## src/rtl/mem_if_wr_arbiter_if.sv

```systemverilog
// rtl/mem_if_wr_arbiter_if.sv - producer and writer stream bundle for the write-path arbiter
interface mem_if_wr_arbiter_if #(
   parameter int NUM_PORTS  = 4,
   parameter int DATA_WIDTH = 32
);
   logic [NUM_PORTS*DATA_WIDTH-1:0] s_axis_tdata;
   logic [NUM_PORTS-1:0]            s_axis_tlast;
   logic [NUM_PORTS-1:0]            s_axis_tvalid;
   logic [NUM_PORTS-1:0]            s_axis_tready;
   logic [DATA_WIDTH-1:0]           m_axis_tdata;
   logic                            m_axis_tlast;
   logic                            m_axis_tvalid;
   logic                            m_axis_tready;

   // Arbiter side: consumes producer streams, drives the writer stream.
   modport slave (
      input  s_axis_tdata, s_axis_tlast, s_axis_tvalid, m_axis_tready,
      output s_axis_tready, m_axis_tdata, m_axis_tlast, m_axis_tvalid
   );

   // Environment side: producers plus the writer's ready.
   modport master (
      output s_axis_tdata, s_axis_tlast, s_axis_tvalid, m_axis_tready,
      input  s_axis_tready, m_axis_tdata, m_axis_tlast, m_axis_tvalid
   );
endinterface

```

## src/rtl/mem_if_wr_arbiter.sv

```systemverilog
// rtl/mem_if_wr_arbiter.sv - packet-level round-robin arbiter for the shared mem_if write path
module mem_if_wr_arbiter #(
   parameter int NUM_PORTS        = 4,
   parameter int DATA_WIDTH       = 32,
   parameter int CNT_WIDTH        = 16,
   parameter int AXI4L_DATA_WIDTH = 32
) (
   input  logic                            clk,
   input  logic                            reset,
   mem_if_wr_arbiter_if.slave              axis,
   input  logic [NUM_PORTS-1:0]            port_enable_in,
   output logic [NUM_PORTS-1:0]            grant_out,
   output logic [NUM_PORTS*CNT_WIDTH-1:0]  pkt_count_out,
   output logic                            idle_out,
   output logic [AXI4L_DATA_WIDTH-1:0]     state_vec_out
);
   localparam int PW = (NUM_PORTS > 1) ? $clog2(NUM_PORTS) : 1;

   typedef enum logic {
      STATE_ARB  = 1'b0,
      STATE_PASS = 1'b1
   } state_t;

   state_t                 state_q, state_d;
   logic [PW-1:0]          rr_ptr_q, rr_ptr_d;
   logic [PW-1:0]          gidx_q, gidx_d;
   logic [NUM_PORTS-1:0]   grant_q, grant_d;
   logic [CNT_WIDTH-1:0]   cnt_q [NUM_PORTS];
   logic                   idle_now_q;
   logic                   idle_q;

   logic [NUM_PORTS-1:0]   req;
   logic [PW-1:0]          cand;
   logic [PW-1:0]          sel_idx;
   logic                   sel_found;
   logic [DATA_WIDTH-1:0]  m_tdata;
   logic                   m_tlast;
   logic                   m_tvalid;
   logic [NUM_PORTS-1:0]   s_tready;
   logic                   last_xfer;

   // Port index arithmetic modulo NUM_PORTS; NUM_PORTS need not be a power of two.
   function automatic logic [PW-1:0] wrap_add(input logic [PW-1:0] base, input int off);
      logic [PW:0] s;
      s = {1'b0, base} + (PW+1)'(off);
      if (s >= (PW+1)'(NUM_PORTS)) begin
         s = s - (PW+1)'(NUM_PORTS);
      end
      return s[PW-1:0];
   endfunction

   assign req = axis.s_axis_tvalid & port_enable_in;

   // Round-robin pick: first requesting port at or above rr_ptr, wrapping.
   always_comb begin
      sel_idx   = '0;
      sel_found = 1'b0;
      cand      = '0;
      for (int k = 0; k < NUM_PORTS; k++) begin
         cand = wrap_add(rr_ptr_q, k);
         if (!sel_found && req[cand]) begin
            sel_idx   = cand;
            sel_found = 1'b1;
         end
      end
   end

   // Stream mux: only the granted producer is connected while a packet is in flight.
   always_comb begin
      m_tdata  = axis.s_axis_tdata[gidx_q*DATA_WIDTH +: DATA_WIDTH];
      m_tlast  = 1'b0;
      m_tvalid = 1'b0;
      s_tready = '0;
      if (state_q == STATE_PASS) begin
         m_tlast          = axis.s_axis_tlast[gidx_q];
         m_tvalid         = axis.s_axis_tvalid[gidx_q];
         s_tready[gidx_q] = axis.m_axis_tready;
      end
   end

   assign last_xfer          = m_tvalid & axis.m_axis_tready & m_tlast;
   assign axis.m_axis_tdata  = m_tdata;
   assign axis.m_axis_tlast  = m_tlast;
   assign axis.m_axis_tvalid = m_tvalid;
   assign axis.s_axis_tready = s_tready;

   // Next-state: grant on any request, release after the tlast beat is accepted.
   always_comb begin
      state_d  = state_q;
      rr_ptr_d = rr_ptr_q;
      gidx_d   = gidx_q;
      grant_d  = grant_q;
      case (state_q)
         STATE_ARB: begin
            if (sel_found) begin
               gidx_d           = sel_idx;
               grant_d          = '0;
               grant_d[sel_idx] = 1'b1;
               state_d          = STATE_PASS;
            end
         end
         STATE_PASS: begin
            if (last_xfer) begin
               rr_ptr_d = wrap_add(gidx_q, 1);
               grant_d  = '0;
               state_d  = STATE_ARB;
            end
         end
         default: state_d = STATE_ARB;
      endcase
   end

   // Arbitration state registers.
   always_ff @(posedge clk) begin
      if (reset) begin
         state_q  <= STATE_ARB;
         rr_ptr_q <= '0;
         gidx_q   <= '0;
         grant_q  <= '0;
      end else begin
         state_q  <= state_d;
         rr_ptr_q <= rr_ptr_d;
         gidx_q   <= gidx_d;
         grant_q  <= grant_d;
      end
   end

   // Per-port completed-packet counters, wrapping naturally.
   always_ff @(posedge clk) begin
      if (reset) begin
         for (int p = 0; p < NUM_PORTS; p++) begin
            cnt_q[p] <= '0;
         end
      end else if (last_xfer) begin
         cnt_q[gidx_q] <= cnt_q[gidx_q] + CNT_WIDTH'(1);
      end
   end

   // Idle needs two consecutive quiet arbitration cycles to filter one-cycle bubbles.
   always_ff @(posedge clk) begin
      if (reset) begin
         idle_now_q <= 1'b1;
         idle_q     <= 1'b1;
      end else begin
         idle_now_q <= (state_q == STATE_ARB) && (req == '0);
         idle_q     <= (state_q == STATE_ARB) && (req == '0) && idle_now_q;
      end
   end

   // Flatten counters for the register bank.
   always_comb begin
      pkt_count_out = '0;
      for (int p = 0; p < NUM_PORTS; p++) begin
         pkt_count_out[p*CNT_WIDTH +: CNT_WIDTH] = cnt_q[p];
      end
   end

   // Debug status word.
   always_comb begin
      state_vec_out        = '0;
      state_vec_out[7:0]   = {7'b0, state_q};
      state_vec_out[15:8]  = (grant_q == '0) ? 8'hFF : 8'(gidx_q);
      state_vec_out[23:16] = 8'(rr_ptr_q);
      state_vec_out[31:24] = {m_tvalid, axis.m_axis_tready, m_tlast, idle_q, 4'b0};
   end

   assign grant_out = grant_q;
   assign idle_out  = idle_q;
endmodule
```

## src/flat_wrapper.sv

```systemverilog
// flat-port wrapper written by rule: the top's interface ports become plain ports
module mem_if_wr_arbiter_flat 
#(
   parameter int NUM_PORTS        = 4,
   parameter int DATA_WIDTH       = 32,
   parameter int CNT_WIDTH        = 16,
   parameter int AXI4L_DATA_WIDTH = 32
)
  (clk, reset, port_enable_in, grant_out, pkt_count_out, idle_out, state_vec_out, axis_s_axis_tdata, axis_s_axis_tlast, axis_s_axis_tvalid, axis_m_axis_tready, axis_s_axis_tready, axis_m_axis_tdata, axis_m_axis_tlast, axis_m_axis_tvalid);
  mem_if_wr_arbiter_if #(.NUM_PORTS(NUM_PORTS), .DATA_WIDTH(DATA_WIDTH)) axis_i ();
  input  logic clk;
  input  logic reset;
  input  logic [NUM_PORTS-1:0] port_enable_in;
  output logic [NUM_PORTS-1:0] grant_out;
  output logic [NUM_PORTS*CNT_WIDTH-1:0] pkt_count_out;
  output logic idle_out;
  output logic [AXI4L_DATA_WIDTH-1:0] state_vec_out;
  input wire logic [$bits(axis_i.s_axis_tdata)-1:0] axis_s_axis_tdata;
  input wire logic [$bits(axis_i.s_axis_tlast)-1:0] axis_s_axis_tlast;
  input wire logic [$bits(axis_i.s_axis_tvalid)-1:0] axis_s_axis_tvalid;
  input wire logic [$bits(axis_i.m_axis_tready)-1:0] axis_m_axis_tready;
  output wire logic [$bits(axis_i.s_axis_tready)-1:0] axis_s_axis_tready;
  output wire logic [$bits(axis_i.m_axis_tdata)-1:0] axis_m_axis_tdata;
  output wire logic [$bits(axis_i.m_axis_tlast)-1:0] axis_m_axis_tlast;
  output wire logic [$bits(axis_i.m_axis_tvalid)-1:0] axis_m_axis_tvalid;
  assign axis_i.s_axis_tdata = axis_s_axis_tdata;
  assign axis_i.s_axis_tlast = axis_s_axis_tlast;
  assign axis_i.s_axis_tvalid = axis_s_axis_tvalid;
  assign axis_i.m_axis_tready = axis_m_axis_tready;
  assign axis_s_axis_tready = axis_i.s_axis_tready;
  assign axis_m_axis_tdata = axis_i.m_axis_tdata;
  assign axis_m_axis_tlast = axis_i.m_axis_tlast;
  assign axis_m_axis_tvalid = axis_i.m_axis_tvalid;
  mem_if_wr_arbiter #(.NUM_PORTS(NUM_PORTS), .DATA_WIDTH(DATA_WIDTH), .CNT_WIDTH(CNT_WIDTH), .AXI4L_DATA_WIDTH(AXI4L_DATA_WIDTH)) u_core (.clk(clk), .reset(reset), .axis(axis_i), .port_enable_in(port_enable_in), .grant_out(grant_out), .pkt_count_out(pkt_count_out), .idle_out(idle_out), .state_vec_out(state_vec_out));
endmodule
```

## config.mk

```make
export PLATFORM = sky130hd
export DESIGN_NAME = mem_if_wr_arbiter_flat
export DESIGN_NICKNAME = d
export VERILOG_FILES = /design/src/rtl/mem_if_wr_arbiter_if.sv /design/src/rtl/mem_if_wr_arbiter.sv /design/src/flat_wrapper.sv
export SDC_FILE = /design/constraint.sdc
export NUM_CORES = 1
export LEC_CHECK = 0
export CAP_MARGIN = 20
export CORE_ASPECT_RATIO = 0.9
export CORE_MARGIN = 2
export CORE_UTILIZATION = 25
export CTS_BUF_LIST = sky130_fd_sc_hd__clkbuf_4
export DETAILED_ROUTE_END_ITERATION = 8
export SYNTH_ARGS = -nofsm -noshare
export SYNTH_HDL_FRONTEND = slang
export SYNTH_SLANG_ARGS = --single-unit
export TNS_END_PERCENT = 20
```

## constraint.sdc

```tcl
create_clock -name clk -period 2.9 [get_ports clk]
set_input_delay 0.29 -clock clk [delete_from_list [all_inputs] [get_ports clk]]
set_output_delay 0.29 -clock clk [all_outputs]
set_load 0.005 [all_outputs]
```

---- Word-level counts from Yosys, hierarchy flattened ----
Memory sizes are Yosys's and may differ from the RTL's. A register that Yosys moved wholly into a read port is not among the register bits.
Cells that the tools add are included.
W data, S select, Z words.
storage, ports and cells
  register bits ........................... 11
  bits in latches ......................... 0
  bits in writable memories ............... 64
  bits in read-only memories .............. 0
  input port bits ......................... 143
  output and inout bits ................... 139
  logic and storage cells ................. 103
  memories ................................ 1
cells by class
  $add $sub $neg .......................... 10
  multiply operators ...................... 0
  divide/modulo/power cells ............... 0
  order comparisons ....................... 13
  equality and inequality tests ........... 2
  shift-type cells ........................ 1
  muxes and demuxes ....................... 49
  bitwise operators ....................... 5
  reductions and logical operators ........ 16
memory list
  name          words  width  rd ports  clocked after memory_dff  write ports  line                     source
  u_core.cnt_q  4      16     5         1                         4            mem_if_wr_arbiter.sv:28  logic [CNT_WIDTH-1:0] cnt_q [NUM_PORTS];
operators with widths
  kind                     number
  $shiftx A128 B8 Y32      1
  $mux W2                  12
  $mux W1                  22
  $lt A2 B3 Y1 const B     6
  $add A16 B1 Y16 const B  1
  $mux W16                 1
  $reduce_or A16 Y1        1
  $bmux W1 S2              6
  $ge A3 B3 Y1 const B     4
  $mux W4                  3
  $sub A2 B1 Y2 const B    5
  $and A4 B4 Y4            2
  $logic_not A4 Y1         2
  $mux W8                  1
  $pmux W4 S2              1
  $logic_and A1 B1 Y1      7
  $add A2 B1 Y3 const B    2
  $add A2 B2 Y3 const B    2
  $reduce_and A2 Y1        3
  $demux W1 S2             2
  $ge A2 B1 Y1 const B     2
  $ge A2 B3 Y1 const B     1
  $logic_not A1 Y1         3
  $and A1 B1 Y1            2
  4 further kinds          4

---- Longest topological paths before layout ----
  depth after elaboration ................. 20
  depth in mapped cells ................... 8
  mapped depth without buffers ............ 6

---- Worst setup path before layout ----
Ideal clock, no wire load.
  path kind ............................... reg-to-reg
  start ................................... reg u_core.gidx_q[1]
  end ..................................... mem u_core.cnt_q[2][0] (enable)
  arrival ................................. 2.382 ns
  slack ................................... 0.107 ns
  stages on the path, launching flop included .. 5
  buffers on the path ..................... 2
  clock period less this slack ............ 2.793 ns
  cells stage by stage .................... dfxtp_1 > buf_1 > clkbuf_1 > nand2_1 > o21ai_0
RTL lines
  item                    line                      source
  start, declared         mem_if_wr_arbiter.sv:26   logic [PW-1:0] gidx_q, gidx_d;
  start signal, assigned  mem_if_wr_arbiter.sv:123  gidx_q <= gidx_d;
  end, declared           mem_if_wr_arbiter.sv:28

---- Final worst setup path ----
  start ................................... reg u_core.gidx_q[0]
  end ..................................... out axis_m_axis_tdata[0]
on the way
  word-level cells in the longest chain between the ends .. 1
ends and longest elaborated chain
  item                 line                     source
  $shiftx A128 B8 Y32  mem_if_wr_arbiter.sv:70  m_tdata = axis.s_axis_tdata[gidx_q*DATA_WIDTH +: DATA_WIDTH];
  end, declared        flat_wrapper.sv:23       output wire logic [$bits(axis_i.m_axis_tdata)-1:0] axis_m_axis_tdata;
Every way passes these cells.

==> out/metrics.yaml <==
worst-path-stages: 3
min_delay_path_depth: 2
ctsHoldBuffers: 0
cts_setup_buffers: 0
power_uw: 2900
tightest_slew_ns: 0.790
fin_nets: 763
stdcell_area_sq_um: 7670
num_io_pins: 282
period_needed_ns: 2.70
grt_pass1_wl_um: 26100
clockBufferDepth: 2
cts_max_level: 3
synth_edf_count: 64
chipHeight_um: 134
fill_cells: 1713
setup_slack_ns: 0.202
cts_made_buffers: 9
place.gp.congestion: 0.888
cp-start-kind: "flip-flop"
ys_types: 44
synth_area_per_cell_sq_um: 13.2
cts_tree: "done"
rows: 47
criticalPathCategory: "flip-flop to primary output"
grt_pass1_vias: 4380
end_kind: "primary output"
synthArstFlopShare: 0
rsz0062_at_grt: "false"
cts.root.buffer_cell: "clkbuf_4"
slew_viol_final: 0
timing.final.crit_share: 0.930
dr.pass1.iters: 5
status: "complete, no violations"
ys_seq_area_frac: 0.466
fp.dieW_um: 148
maxSlewHeadroom: 0.460
worstRegToRegCells: 7
via_per_inst: 4.71
clk_latency_ns: 0.44
layout_commonest_cell: "clkdlybuf4s50_1"
ant_nets: 0
synth_area_sq_um: 4680
worst_hold_path_type: "flip-flop to flip-flop"
crit_fanout: 14
path_clk_slew_ns: 0.10
cp.required_ns: 2.61
setup_viol: 0
yosysTopAreaCell: "edfxtp_1"
dieArea_sq_um: 19900
post-route-drc-count: 0
final_cell_mix: "clkdlybuf4s50_1, nor2_1, edfxtp_1, mux4_2, conb_1"
cp_cell_sequence: "buf_4, mux4_2, clkdlybuf4s50_1"
grt_max_degree: 35
final_layout_size_suffix_gt1_frac: 0.141
fmax_mhz: 371
post-route-util: 0.416
irDropWorstVdd_uv: 191
synthCells: 356
core_sq_um: 18400
synth_top_area_share: 0.410
cp_num_buf_inv: 2
synth_area_leaders: "edfxtp_1, mux4_2, nor2_1, dfxtp_1, buf_4"
port_buffers: 264
fin_skew_ns: 0.0135
yosys_register_bits: 77
max_stage_delay_ns: 0.58
p_per_area_nw_per_um2: 379
globalRouteTotalUtil: 0.173
area_growth_pct: 63.6
power.leakage_uw: 0.00266
vias: 4071
final_hold_viol_count: 0
antenna_found_initial: 1
cts_sinks: 77
crit_family: "buffers and inverters"
yosys_warnings: 0
ctsResizeCount: 0
grt_overflow: 0
initial_core_util: 0.255
place_ws_ns: 0.500
postPlaceCellArea_sq_um: 7540
detail_route.wirelength_um: 17100
synth_ff_type: "edfxtp_1"
crit_slowest_cell: "dfxtp_2"
drt_iter0_drc: 193
maxCapViolations: 0
final.setup.tns_ns: 0
worstPathArrival_ns: 2.41
routedWlPerCell_um: 19.8
dpl.hpwl_um: 13800
## worst paths after layout
kind	slack, ns	end	start
min	0.44	u_core.idle_out	u_core.idle_now_q
max	0.20	axis_m_axis_tdata[0]	u_core.gidx_q[0]
max reg2reg	0.50	u_core.cnt_q[2][14]	flip-flop
min reg2reg	0.44	u_core.idle_out	u_core.idle_now_q
## cell type report
cell class	instances	area, sq um	share of cell area
repair buffers	280	2790	0.364
multi-input cells	242	2240	0.293
flip-flops and latches	77	2180	0.285
well taps	245	307	0.0400
clock buffers	11	82.6	0.0108
clock inverters	3	38.8	0.00506
inverters	5	18.8	0.00245
diodes	1	2.50	0.000326
## cell usage after synthesis (2+ instances only)
library cell	n
a41oi_1	2
dfxtp_1	13
and2_1	5
nand2_1	13
buf_1	5
a21oi_1	7
clkbuf_1	7
or2_2	2
nand3_1	9
and3_1	7
nor4b_2	2
edfxtp_1	64
buf_2	7
nor3_1	5
nor2_1	71
o21a_1	2
nor4_2	3
mux4_1	6
ha_1	5
inv_1	5
nand4_4	2
o31ai_1	2
buf_4	27
xnor2_1	11
nand4_1	3
nand2b_1	2
or3_1	2
nor3b_1	2
xor2_1	3
o21ai_0	4
a22oi_1	2
mux4_2	44
## registers in the layout (all words and copies together) (netlist names), named ones only
register	cells
u_core.rr_ptr_q	2
u_core.cnt_q	64
u_core.grant_out	4
u_core.state_q	1
u_core.gidx_q	2
u_core.idle_now_q	1
u_core.idle_out	1
## routing by layer
layer  vias up  global-route usage  wire (um)
li1       1844                   -          -
met1      1992               0.196       6350
met5         -                   0          0
met4         0              0.0667        386
met2       210               0.322       9200
met3        25              0.0316       1210
## per-stage QoR
step	cells	hold WS (ns)
2_1_floorplan	372	0.400
3_3_place_gp	849	0.422
3_5_place_dp	849	0.425
4_1_cts	863	0.443
5_1_grt	864	0.460
6_report	864	0.436
## cell families (layout without fill, tap and decap cells)
| family | after synthesis | in the layout | share of synthesized area |
|---|---|---|---|
| adder cells (fa/ha/maj) | 5 | 5 | 0.0134 |
| flip-flops | 77 | 77 | 0.466 |
| XOR/XNOR | 14 | 14 | 0.0262 |
| multiplexers | 51 | 51 | 0.247 |
| buffers and inverters | 53 | 299 | 0.0700 |
| other | 1 | 18 | 0.000801 |
| AND/OR/NAND/NOR | 130 | 130 | 0.140 |
| AO/OA/AOI/OAI | 25 | 25 | 0.0366 |
## power by group
group / total (uW) / internal (uW) / leakage (uW) / switching (uW)
Clock: 615 / 269 / 0.0000702 / 345
Sequential: 1300 / 1250 / 0.000769 / 53.8
Combinational: 988 / 617 / 0.00182 / 371
## worst reg2reg max path: cells and delay by family, from the launching register on
kind,cells,cell delay (ns)
simple gates,3,0.37
flops,1,0.39
xor+xnor,1,0.32
mux,1,0.57
fa+ha+maj,1,0.27
buf+inv,1,0.23
Power figures use the tool's default switching activity.
